## config.mk

```make
export PLATFORM = sky130hd
export DESIGN_NAME = wb_cmd_master
export DESIGN_NICKNAME = d
export VERILOG_FILES = /design/src/rtl/wb_cmd_master.sv
export SDC_FILE = /design/constraint.sdc
export NUM_CORES = 1
export LEC_CHECK = 0
export CAP_MARGIN = 20
export CORE_ASPECT_RATIO = 1.75
export CORE_MARGIN = 1.5
export CORE_UTILIZATION = 44
export DETAILED_ROUTE_END_ITERATION = 16
export PLACE_DENSITY = 0.9
export SLEW_MARGIN = 10
export SYNTH_ARGS = -nofsm -noshare
export SYNTH_HDL_FRONTEND = slang
export SYNTH_SLANG_ARGS = --single-unit
```

## constraint.sdc

```tcl
create_clock -name clk_int -period 5 [get_ports clk_int]
set_clock_uncertainty 0.15 [all_clocks]
set_input_delay 1.25 -clock clk_int [delete_from_list [all_inputs] [get_ports clk_int]]
set_output_delay 1.25 -clock clk_int [all_outputs]
set_load 0.01 [all_outputs]
```

## src/rtl/wb_cmd_master.sv

```systemverilog
// Wishbone B3 initiator driven by a command/write-data handshake, with single and incrementing-burst support.
// Define WB_CMD_MASTER_TIMEOUT_EN to add the per-beat bus watchdog (status 11).
module wb_cmd_master #(
    parameter int unsigned DW        = 32,
    parameter int unsigned AW        = 32,
    parameter int unsigned RTY_LIMIT = 15,
    parameter int unsigned RTY_GAP   = 4,
    parameter int unsigned TIMEOUT   = 255
) (
    input  logic          clk_int,
    input  logic          rst,
    input  logic          cmd_valid,
    output logic          cmd_ready,
    input  logic          cmd_we,
    input  logic [AW-1:0] cmd_adr,
    input  logic [2:0]    cmd_len,
    input  logic [3:0]    cmd_sel,
    input  logic          wr_valid,
    output logic          wr_ready,
    input  logic [DW-1:0] wr_data,
    output logic          rd_valid,
    output logic [DW-1:0] rd_data,
    output logic          rd_last,
    output logic          rsp_valid,
    output logic [1:0]    rsp_status,
    output logic          busy,
    output logic          wb_cyc_o,
    output logic          wb_stb_o,
    output logic          wb_we_o,
    output logic [AW-1:0] wb_adr_o,
    output logic [DW-1:0] wb_dat_o,
    output logic [3:0]    wb_sel_o,
    output logic [2:0]    wb_cti_o,
    output logic [1:0]    wb_bte_o,
    input  logic [DW-1:0] wb_dat_i,
    input  logic          wb_ack_i,
    input  logic          wb_err_i,
    input  logic          wb_rty_i
);
    localparam logic [2:0] S_IDLE  = 3'd0;
    localparam logic [2:0] S_WDATA = 3'd1;
    localparam logic [2:0] S_BUS   = 3'd2;
    localparam logic [2:0] S_RGAP  = 3'd3;
    localparam logic [2:0] S_DONE  = 3'd4;

    localparam int unsigned RCW = $clog2(RTY_LIMIT + 2);
    localparam int unsigned GCW = (RTY_GAP > 1) ? $clog2(RTY_GAP) : 1;

    logic [2:0]     state_q, state_d;
    logic [AW-1:0]  adr_q, adr_d;
    logic [2:0]     len_q, len_d, beat_q, beat_d;
    logic           we_q, we_d;
    logic [3:0]     sel_q, sel_d;
    logic [RCW-1:0] rty_q, rty_d, rty_inc_c;
    logic [GCW-1:0] gap_q, gap_d;
    logic [DW-1:0]  dat_q, dat_d, rd_data_q, rd_data_d;
    logic           cyc_q, cyc_d, stb_q, stb_d;
    logic [2:0]     cti_q, cti_d;
    logic [1:0]     status_q, status_d;
    logic           cmd_ready_q, wr_ready_q, rd_valid_q, rd_valid_d, rd_last_q, rd_last_d;
    logic           rsp_valid_q, busy_q;
    logic           last_beat_c;
    logic           unused_c;

    assign last_beat_c = (beat_q == len_q);
    assign rty_inc_c   = rty_q + RCW'(1);

`ifdef WB_CMD_MASTER_TIMEOUT_EN
    logic [7:0] wdog_q, wdog_d;
    logic       term_c;

    assign term_c = wb_ack_i | wb_err_i | wb_rty_i;
    // Counts unterminated BUS cycles; any non-BUS cycle or termination restarts it.
    assign wdog_d = (state_q == S_BUS && !term_c) ? wdog_q + 8'd1 : 8'd0;

    always_ff @(posedge clk_int or posedge rst) begin
        if (rst) wdog_q <= 8'd0;
        else     wdog_q <= wdog_d;
    end
    assign unused_c = ^cmd_adr[1:0];
`else
    assign unused_c = ^{cmd_adr[1:0], 8'(TIMEOUT)};
`endif

    always_comb begin
        state_d    = state_q;
        adr_d      = adr_q;
        len_d      = len_q;
        we_d       = we_q;
        sel_d      = sel_q;
        beat_d     = beat_q;
        rty_d      = rty_q;
        gap_d      = gap_q;
        dat_d      = dat_q;
        cyc_d      = cyc_q;
        stb_d      = stb_q;
        status_d   = status_q;
        rd_valid_d = 1'b0;
        rd_last_d  = 1'b0;
        rd_data_d  = rd_data_q;
        case (state_q)
            S_IDLE: begin
                if (cmd_valid && cmd_ready_q) begin
                    adr_d  = {cmd_adr[AW-1:2], 2'b00};
                    len_d  = cmd_len;
                    we_d   = cmd_we;
                    sel_d  = cmd_sel;
                    beat_d = 3'd0;
                    rty_d  = '0;
                    if (cmd_we) begin
                        state_d = S_WDATA;
                    end else begin
                        state_d = S_BUS;
                        cyc_d   = 1'b1;
                        stb_d   = 1'b1;
                    end
                end
            end
            S_WDATA: begin
                stb_d = 1'b0;
                if (wr_valid) begin
                    dat_d   = wr_data;
                    state_d = S_BUS;
                    cyc_d   = 1'b1;
                    stb_d   = 1'b1;
                end
            end
            S_BUS: begin
                if (wb_err_i) begin
                    cyc_d    = 1'b0;
                    stb_d    = 1'b0;
                    status_d = 2'b01;
                    state_d  = S_DONE;
                end else if (wb_ack_i) begin
                    rty_d = '0;
                    if (!we_q) begin
                        rd_valid_d = 1'b1;
                        rd_data_d  = wb_dat_i;
                        rd_last_d  = last_beat_c;
                    end
                    if (last_beat_c) begin
                        cyc_d    = 1'b0;
                        stb_d    = 1'b0;
                        status_d = 2'b00;
                        state_d  = S_DONE;
                    end else begin
                        adr_d  = adr_q + AW'(4);
                        beat_d = beat_q + 3'd1;
                        if (we_q) begin
                            stb_d   = 1'b0;
                            state_d = S_WDATA;
                        end
                    end
                end else if (wb_rty_i) begin
                    cyc_d = 1'b0;
                    stb_d = 1'b0;
                    rty_d = rty_inc_c;
                    if (rty_inc_c > RCW'(RTY_LIMIT)) begin
                        status_d = 2'b10;
                        state_d  = S_DONE;
                    end else begin
                        gap_d   = '0;
                        state_d = S_RGAP;
                    end
                end
`ifdef WB_CMD_MASTER_TIMEOUT_EN
                else if (wdog_d == 8'(TIMEOUT)) begin
                    cyc_d    = 1'b0;
                    stb_d    = 1'b0;
                    status_d = 2'b11;
                    state_d  = S_DONE;
                end
`endif
            end
            S_RGAP: begin
                if (gap_q == GCW'(RTY_GAP - 1)) begin
                    state_d = S_BUS;
                    cyc_d   = 1'b1;
                    stb_d   = 1'b1;
                end else begin
                    gap_d = gap_q + GCW'(1);
                end
            end
            S_DONE:  state_d = S_IDLE;
            default: state_d = S_IDLE;
        endcase

        // Cycle type follows the beat about to be presented, so a retried beat gets it fresh.
        if (state_d != S_BUS)      cti_d = 3'b000;
        else if (len_d == 3'd0)    cti_d = 3'b000;
        else if (beat_d == len_d)  cti_d = 3'b111;
        else                       cti_d = 3'b010;
    end

    always_ff @(posedge clk_int or posedge rst) begin
        if (rst) begin
            state_q     <= S_IDLE;
            adr_q       <= '0;
            len_q       <= 3'd0;
            we_q        <= 1'b0;
            sel_q       <= 4'd0;
            beat_q      <= 3'd0;
            rty_q       <= '0;
            gap_q       <= '0;
            dat_q       <= '0;
            cyc_q       <= 1'b0;
            stb_q       <= 1'b0;
            cti_q       <= 3'd0;
            status_q    <= 2'd0;
            rd_data_q   <= '0;
            rd_valid_q  <= 1'b0;
            rd_last_q   <= 1'b0;
            cmd_ready_q <= 1'b0;
            wr_ready_q  <= 1'b0;
            rsp_valid_q <= 1'b0;
            busy_q      <= 1'b0;
        end else begin
            state_q     <= state_d;
            adr_q       <= adr_d;
            len_q       <= len_d;
            we_q        <= we_d;
            sel_q       <= sel_d;
            beat_q      <= beat_d;
            rty_q       <= rty_d;
            gap_q       <= gap_d;
            dat_q       <= dat_d;
            cyc_q       <= cyc_d;
            stb_q       <= stb_d;
            cti_q       <= cti_d;
            status_q    <= status_d;
            rd_data_q   <= rd_data_d;
            rd_valid_q  <= rd_valid_d;
            rd_last_q   <= rd_last_d;
            cmd_ready_q <= (state_d == S_IDLE);
            wr_ready_q  <= (state_d == S_WDATA);
            rsp_valid_q <= (state_d == S_DONE);
            busy_q      <= (state_d != S_IDLE);
        end
    end

    assign cmd_ready  = cmd_ready_q;
    assign wr_ready   = wr_ready_q;
    assign rd_valid   = rd_valid_q;
    assign rd_data    = rd_data_q;
    assign rd_last    = rd_last_q;
    assign rsp_valid  = rsp_valid_q;
    assign rsp_status = status_q;
    assign busy       = busy_q;
    assign wb_cyc_o   = cyc_q;
    assign wb_stb_o   = stb_q;
    assign wb_we_o    = we_q;
    assign wb_adr_o   = adr_q;
    assign wb_dat_o   = dat_q;
    assign wb_sel_o   = sel_q;
    assign wb_cti_o   = cti_q;
    assign wb_bte_o   = 2'b00;
endmodule

```

==> metrics, run 1 <==
mapped cell area slightly below 6000 sq um; drt via density 5.27; Initial DRT Pass Iterations 5; nets around 940; Post-synth top flop dfrtp_1; Slew @ Worst Pin 0.961 ns; largest net degree at the start of global routing 66; post-CTS sizing 0; Slew Limit Headroom 0.359; Synth cell types slightly below 60; CTS Sinks 127; H-tree depth 4; Setup violations, final 0; clock slew at reported path FFs 0.06 ns; post-layout min period 3.58 ns; vias in the first global route 5321; Ys Warns 0; I/O pin count roughly 230; max frequency 279 MHz; total track usage 0.229; CP Capture Type flop; Leakage 3.84 nW; first-pass GRT wire length 25.6 mm; share of layout cells above drive strength 1 0.108; Synth area leader dfrtp_1; Tcrit/Tclk final 0.716; Hold Crit Class flop to flop; post-layout util 0.678; Design Power 5.50 mW; Routed Antenna Nets 0; CP arrival 3.74 ns; share of the synthesized area in the top cell type 0.540; Core Region 13000 sq um; share of flip-flops with an asynchronous set or reset 1.00; Initial Util 0.453; top cells by area, synth dfrtp_1 54%, nand2_1 10%, mux2_2 6.1%; Hold Vio Cnt, Final 0; post-DP HPWL 11.7 mm; Max clock buf depth 2; FF+latch count, synth 127; critical setup path kind input pin to flop; die height 156 um; Pwr per Cell Area approximately 620 nW/um^2; Synth Area per Inst 9.62 sq um; antenna violations before repair 0; outcome finished clean; type of origin of the critical path input pin; RSZ-0062 raised after global routing no; Slew Viols, Final 0; Die ar. 14100 sq um; post-route setup slack 1.42 ns; CTS tree done; Gate Count Post-Synth slightly above 600; RePlAce Congestion 0.857; via count about 5300; Cells after DPL 977; Starting DRT DRC Count 238; Root Driver clkbuf_16; setup TNS 0 ns; # DRC 0; width of the die 90.4 um; Peak VDD IR 345 uV; # Post-CTS Setup Buffers 0; clk_lat worst skew 0.40 ns; DR WL/cell about 16 um; Non-Filler Instances just over 1000; Critical Path RT roughly 5.2 ns; max cap viols 0; hold_buf cts 0; synthesis-to-finish area growth 49.7%; row cnt between 50 and 60; DP Worst Slack 0.994 ns; final WL between 15 and 20 mm; register area share after synthesis 0.540; CTS Buf Count 17; grt ovf 0; Post-synth EDFFs 0; top post-synthesis cells by count 159 x nand2_1, 127 x dfrtp_1, 50 x a21oi_1, 32 x mux2_2, 26 x nor2_1; crit path max fanout 22; ant diodes 0; number of port buffers 220; most numerous cell in the Yosys netlist nand2_1
[through the flow]
| stage | hold slack, ns | area [sq um] |
|---|---|---|
| 6_report | 0.321 | 8810 |
| 5_1_grt | 0.341 | 8810 |
| 4_1_cts | 0.326 | 8810 |
| 3_5_place_dp | 0.312 | 8220 |
| 3_3_place_gp | 0.307 | 8220 |
| 2_1_floorplan | 0.313 | 5900 |
[final timing paths]
check	from	slack, ns	cells past startpoint	to
worst max-delay path	cmd_valid	1.42	7	wb_adr_o[3]$_DFFE_PP0P_
worst min-delay path	rd_data[13]$_DFFE_PP0P_	0.32	2	rd_data[13]$_DFFE_PP0P_
worst max register to register	state_q[2]$_DFF_PP0_	2.09	6	wb_adr_o[3]$_DFFE_PP0P_
worst min register to register	rd_data[13]$_DFFE_PP0P_	0.32	2	rd_data[13]$_DFFE_PP0P_
max in group asynchronous	rst	2.67	3	rty_q[4]$_DFFE_PP0P_
min in group asynchronous	rst	1.17	2	wb_adr_o[18]$_DFFE_PP0P_
[area by class of cell]
type | count | area [sq um]
Sequential cell | 127 | 3180
Tap cell | 171 | 214
Inverter | 15 | 58.8
Multi-Input combinational cell | 435 | 2500
Clock buffer | 17 | 425
Fill cell | 1007 | 4190
Clock inverter | 14 | 168
Timing Repair Buffer | 229 | 2270
[worst max-delay path, stage by stage]
cell and delay [ns]:
clkdlybuf4s50_1 0.45, and4bb_2 0.28, and2_1 0.46, o21a_1 0.72
buf_4 0.33, nor2_1 0.06, a31oi_1 0.18
[where the power goes]
part           total, mW  switching (mW)  internal, mW
registers           1.86           0.364          1.50
clock network       1.24           0.455         0.781
logic               2.40            1.12          1.29
[cells in the final DEF, fill, tap and decap left out, types with 4 or more instances in the layout]
master,count
nor3_1,10
nor2_1,26
nand2_1,159
clkinv_2,4
dfrtp_1,127
o31ai_1,7
and3_1,4
nand2b_1,4
inv_1,14
o21ai_0,20
buf_4,9
clkbuf_16,17
mux2_2,32
nand4_1,8
a2bb2oi_1,6
conb_1,4
xor2_1,4
xnor2_1,4
clkdlybuf4s50_1,220
o22ai_1,18
ha_1,5
a21oi_1,50
nand3_1,22
[state kept, by name (all words and copies together) (netlist names), 2 cells and up]
signal      flops
wb_dat_o       32
gap_q           2
wb_adr_o       30
beat_q          3
rty_q           5
rsp_status      2
rd_data        32
wb_sel_o        4
wb_cti_o        2
state_q         3
len_q           3
[logic make-up (layout without fill, tap and decap cells)]
family	Yosys count	after routing	share of synthesized area
buffers and inverters	53	275	0.0400
flip-flops	127	127	0.540
multiplexers	33	33	0.0629
AND/OR/NAND/NOR	257	257	0.199
adder cells (fa/ha/maj)	5	5	0.0106
AO/OA/AOI/OAI	128	128	0.136
other	1	4	0.000637
XOR/XNOR	8	8	0.0119
[per-layer routing]
layer | global-route usage | share of wire
met5 | 0 | 0
met4 | 0.107 | 0.030
met3 | 0.0580 | 0.056
met2 | 0.424 | 0.55
met1 | 0.241 | 0.36
Power figures use the tool's default switching activity.
==> inputs of run 2 (changes only) <==
Settings changed: CORE_UTILIZATION 44 to 40, PLACE_DENSITY 0.9 to 0.87.
Clock period 5 ns to 2.9 ns, I/O delays scaled along.
==> run 2 against run 1 <==
Net effect:
- core utilization is 4.6 points lower
- clock-buffer cell count is 3 higher
- worst setup slack worse by 1.1 ns
- largest cell class unchanged
- largest power group unchanged
==> metrics, run 2 (synthesized netlist as in run 1, its figures left out) <==
outcome finished clean; post-layout min period approximately 2.6 ns; drt via density 5.19 (-1.5%); leading cell type in the layout, fill and taps excluded clkdlybuf4s50_1; max frequency 387 MHz; Slew Limit Headroom 0.615 (+0.255); clk_lat worst skew 0.40 ns (about the same); Critical Path RT 3.06 ns (-2.10 ns); Crit path max-delay family simple AND/OR/NAND/NOR gates; Initial Util 0.410 (-0.0429); width of the die 94.7 um (+4.7%); type of origin of the critical path input pin; final WL 16.5 mm (+3.7%); Core Region 14400 sq um (+10%); Peak VDD IR 581 uV (+68%); antenna violations before repair 0 (unchanged); Initial DRT Pass Iterations 4 (-1); commonest cells after routing, fill and taps aside 220 x clkdlybuf4s50_1, 159 x nand2_1, 127 x dfrtp_1, 50 x a21oi_1, 32 x mux2_2; H-tree depth 4 (unchanged); Starting DRT DRC Count 170 (-29%); CP Depth 7 (unchanged); crit path max fanout 4 (-82%); critical-path cell list clkdlybuf4s50_1, and4bb_2, a31oi_1, o31ai_1, nor3_1, o211ai_1, nor4_2; max cap viols 0 (unchanged); placement-stage cell area 8450 sq um (+2.8%); first-pass GRT wire length 26.1 mm (+2.2%); Routed Antenna Nets 0 (unchanged); Slew @ Worst Pin 0.574 ns (-0.387 ns); critical setup path kind input pin to flop; clock slew at reported path FFs 0.06 ns (about the same); post-DP HPWL 12.1 mm (+4.2%); Setup violations, final 0 (unchanged); CTS tree done; DR WL/cell 15.9 um (+0.98%); number of port buffers 220 (unchanged); largest net degree at the start of global routing 65 (-1.5%); Tcrit/Tclk final 0.891; # Post-CTS Setup Buffers 0 (unchanged); via count 5373 (+1.1%); storage element area 3180 sq um (unchanged); RSZ-0062 raised after global routing no; vias in the first global route 5416 (+1.8%); fillers 1180 (+17%); nets 958 (+1.8%); CTS Sinks 127 (unchanged); CP peak stage delay 0.51 ns (-0.21 ns); die height 163 um (+4.8%); Buf/Inv on CP 1 (-1); # DRC 0 (unchanged); RePlAce Congestion 0.867 (+1.1%); row cnt 58 (+5.5%); post-CTS sizing 0 (unchanged); Die ar. 15500 sq um (+9.7%); synthesis-to-finish area growth 54.1%; Leakage 3.95 nW (+3.0%); share of layout cells above drive strength 1 0.126 (+0.0188); CP Capture Type flop; hold path cells 2 (unchanged); DP Worst Slack -0.0324 ns (-1.03 ns); CP arrival 2.74 ns (-1.00 ns); Pwr per Cell Area 1070 nW/um^2 (+72%); Hold Vio Cnt, Final 0 (unchanged); Hold Crit Class flop to flop; Root Driver clkbuf_16; total track usage 0.216 (-0.0132); hold_buf cts 0 (unchanged); multi-input logic area 2500 sq um (unchanged); Crit-path slowest cell nor3_1; CTS Buf Count 17 (unchanged); grt ovf 0 (unchanged); post-route setup slack 0.317 ns (-1.10 ns); Slew Viols, Final 0 (unchanged); ant diodes 0 (unchanged); worst reg-to-reg path cell count 6 (unchanged); finished layout cell area 9070 sq um (+2.9%); I/O pin count 227 (unchanged); Max clock buf depth 2 (unchanged)
==> run 2: cell count changes in the layout (fill, tap and decap cells not counted), sizes merged <==
| cell | delta |
|---|---|
| inv | -1 |
| clkbuf | +3 |
| clkinv | -2 |
| buf | +17 |
| clkinvlp | +1 |
==> run 2: area by class of cell <==
type                    instances  share of cell area
clock inverters                12              0.0174
multi-input cells             435               0.276
inverters                      15             0.00662
well taps                     180              0.0248
repair buffers                246               0.274
clock buffers                  20              0.0514
flip-flops and latches        127               0.350
==> run 2: per-stage QoR <==
| stage | instances | setup TNS (ns) | hold slack (ns) | util | total power, mW |
|---|---|---|---|---|---|
| after detailed placement | 1003 | -0.0324 | 0.311 | 0.588 | 7.56 |
| after floorplan | 615 | 0 | 0.313 | - | 5.27 |
| final | 1035 | 0 | 0.321 | 0.631 | 9.75 |
| after global routing | 1035 | 0 | 0.350 | 0.631 | 10.4 |
| after global placement | 1003 | 0 | 0.307 | 0.588 | 7.39 |
| after CTS | 1035 | 0 | 0.326 | 0.631 | 9.83 |
==> run 2: worst reg2reg max path: cells and delay by family, from the launching register on <==
kind             cells  cell delay (ns)
flip-flops           1             0.60
AO/OA/AOI/OAI        3             0.57
AND/OR/NAND/NOR      3             1.10
==> run 2: report_power, final <==
group	switching [mW]	total [mW]	internal (mW)	leakage (nW)
clock	0.800	2.23	1.43	0.299
combinational	1.97	4.31	2.33	2.10
sequential	0.641	3.22	2.58	1.56
==> run 2: final timing paths <==
check / from / endpoint / slack, ns
worst max-delay path: cmd_valid / wb_cti_o[0]$_DFF_PP0_ / 0.32
worst min-delay path: rd_data[16]$_DFFE_PP0P_ / rd_data[16]$_DFFE_PP0P_ / 0.32
worst max register to register: state_q[2]$_DFF_PP0_ / wb_cti_o[0]$_DFF_PP0_ / 0.38
worst min register to register: rd_data[16]$_DFFE_PP0P_ / rd_data[16]$_DFFE_PP0P_ / 0.32
max in group asynchronous: rst / beat_q[0]$_DFF_PP0_ / 1.54
min in group asynchronous: rst / wb_dat_o[7]$_DFFE_PP0P_ / 0.51
==> run 2: routing by layer <==
layer	track usage	wire (um)	up-vias
li1	-	-	2580
met1	0.224	6050	2568
met2	0.402	9020	193
met3	0.0517	909	32
met4	0.0909	490	0
met5	0	0	-
==> inputs of run 3 (changes only) <==
Settings changed: REMOVE_ABC_BUFFERS from default to 1.
==> run 3 against run 2 <==
Net effect:
- clock-buffer cell count increased by 1
- highest routed layer unchanged
- final cell count decreased by 0.39%
- worst setup slack worse by 0.013 ns
- cell area down 0.80%
- clock power hardly changed
- die area unchanged
- global-route usage grew 0.053 points
- largest cell class unchanged
- critical path type unchanged
- first-iteration DRC count rose by 110%
==> metrics, run 3 (synthesized netlist as in run 1, its figures left out) <==
outcome finished clean; Initial DRT Pass Iterations 5 (+1); # Post-CTS Setup Buffers 0 (unchanged); total track usage 0.216 (+0.000529); CTS tree done; Design Power 9.69 mW (-0.61%); share of layout cells above drive strength 1 0.119 (-0.00763); post-DP HPWL 12.0 mm (-0.81%); Critical Path RT 3.06 ns (about the same); type of origin of the critical path input pin; finished layout cell area 9000 sq um (-0.80%); clk_lat worst skew 0.40 ns (about the same); Leakage 3.93 nW (-0.64%); CTS Sinks 127 (unchanged); grt ovf 0 (unchanged); Gate power share 0.439 (-0.002); row cnt 58 (unchanged); I/O pin count 227 (unchanged); max cap viols 0 (unchanged); post-layout min period 2.60 ns (+0.0132 ns); commonest cells after routing, fill and taps aside 220 x clkdlybuf4s50_1, 159 x nand2_1, 127 x dfrtp_1, 50 x a21oi_1, 32 x mux2_2; Initial Util 0.410 (unchanged); crit path max fanout 3 (-1); RePlAce Congestion 0.835 (-3.6%); setup TNS 0 ns (unchanged); Die ar. 15500 sq um (unchanged); clock slew at reported path FFs 0.06 ns (about the same); P_int 6.33 mW (about the same); Pwr per Cell Area 1080 nW/um^2 (+0.19%); post-route setup slack 0.304 ns (-0.0132 ns); hold path cells 2 (unchanged); number of port buffers 220 (unchanged); vias in the first global route 5595 (+3.3%); antenna violations before repair 0 (unchanged); Core Region 14400 sq um (unchanged); nets 955 (-0.31%); CP Capture Type flop; first-pass GRT wire length 26.2 mm (about the same); Slew @ Worst Pin 0.515 ns (-0.0582 ns); synthesis-to-finish area growth 52.9%; largest net degree at the start of global routing 45 (-31%); Sequential Power Share 0.332 (+0.002); final WL 16.2 mm (-1.7%); die height 163 um (unchanged); Slew Limit Headroom 0.652 (+0.0369); Hold Crit Class flop to flop; switching share of power 0.347 (-0.00357); via count 5390 (+0.32%); CTS Buf Count 17 (unchanged); DP Worst Slack -0.0932 ns (-0.0608 ns); clock share of power 0.228 (about the same); Hold Vio Cnt, Final 0 (unchanged); Max clock buf depth 2 (unchanged); placement-stage cell area 8390 sq um (-0.73%); CP peak stage delay 0.47 ns (-0.04 ns); Root Driver clkbuf_16; Fin Hold WS 0.322 ns (+0.000528 ns); Setup violations, final 0 (unchanged); H-tree depth 4 (unchanged); P_sw 3.36 mW (-1.6%); critical setup path kind input pin to flop; Starting DRT DRC Count 354 (+110%); width of the die 94.7 um (unchanged); max frequency 385 MHz (-0.51%); critical-path cell list clkdlybuf4s50_1, nor4b_1, nor2_1, o32a_1, o311a_1, inv_1, o211ai_1, nor4_2; # DRC 0 (unchanged); leading cell type in the layout, fill and taps excluded clkdlybuf4s50_1; Crit-path slowest cell clkdlybuf4s50_1; RSZ-0062 raised after global routing no; ant diodes 0 (unchanged); Slew Viols, Final 0 (unchanged); DR WL/cell 15.7 um (-1.3%); Peak VDD IR 547 uV (-5.7%); Tcrit/Tclk final 0.895 (+0.00456); post-CTS sizing 0 (unchanged); hold_buf cts 0 (unchanged); Routed Antenna Nets 0 (unchanged); CP arrival 2.75 ns (about the same); worst reg-to-reg path cell count 6 (unchanged); drt via density 5.23 (+0.71%)
run 3: changes by cell type in the layout (fill, tap and decap cells not counted), sizes merged:
cell      delta
buf          -3
clkinvlp     -2
clkbuf       +1
bufinv       +1
inv          -1
run 3: final cells by class:
class,count,area (sq um)
clock buffers,21,450
repair buffers,243,2420
flip-flops and latches,127,3180
multi-input cells,435,2500
clock inverters,10,163
well taps,180,225
fillers,1134,5370
inverters,15,58.8
run 3: worst max-delay path: cells and delay by family:
kind / cells / cell delay [ns]
buffers and inverters: 2 / 0.56
AOI/OAI and AO/OA: 3 / 0.66
and+or+nand+nor: 3 / 0.80
run 3: path summary, 6_finish.rpt:
kind	start	endpoint	slack (ns)
worst max-delay path	wb_rty_i	wb_cti_o[0]$_DFF_PP0_	0.30
worst min-delay path	rd_data[29]$_DFFE_PP0P_	rd_data[29]$_DFFE_PP0P_	0.32
worst max register to register	state_q[2]$_DFF_PP0_	wb_cti_o[0]$_DFF_PP0_	0.36
worst min register to register	rd_data[29]$_DFFE_PP0P_	rd_data[29]$_DFFE_PP0P_	0.32
max in group asynchronous	rst	beat_q[2]$_DFF_PP0_	1.59
min in group asynchronous	rst	rd_data[7]$_DFFE_PP0P_	0.46
run 3: stage by stage:
step,utilization,instances
5_1_grt,0.626,1031
3_3_place_gp,0.584,1000
2_1_floorplan,-,577
3_5_place_dp,0.584,1000
6_report,0.626,1031
4_1_cts,0.626,1031
run 3: power groups by stage:
stage               logic (mW)  registers [mW]  clock network [mW]
finish                    4.26            3.22                2.21
global route              4.63            3.35                2.34
global placement          4.16            3.20                   0
detailed placement        4.27            3.24                   0
floorplan                 1.70            3.48                   0
CTS                       4.29            3.23                2.26
run 3: metal layers:
metal / global-route usage / part of all wire / routed length, um
met5: 0 / 0 / 0
met3: 0.0452 / 0.053 / 861
met1: 0.229 / 0.36 / 5860
met2: 0.383 / 0.54 / 8730
met4: 0.132 / 0.046 / 737
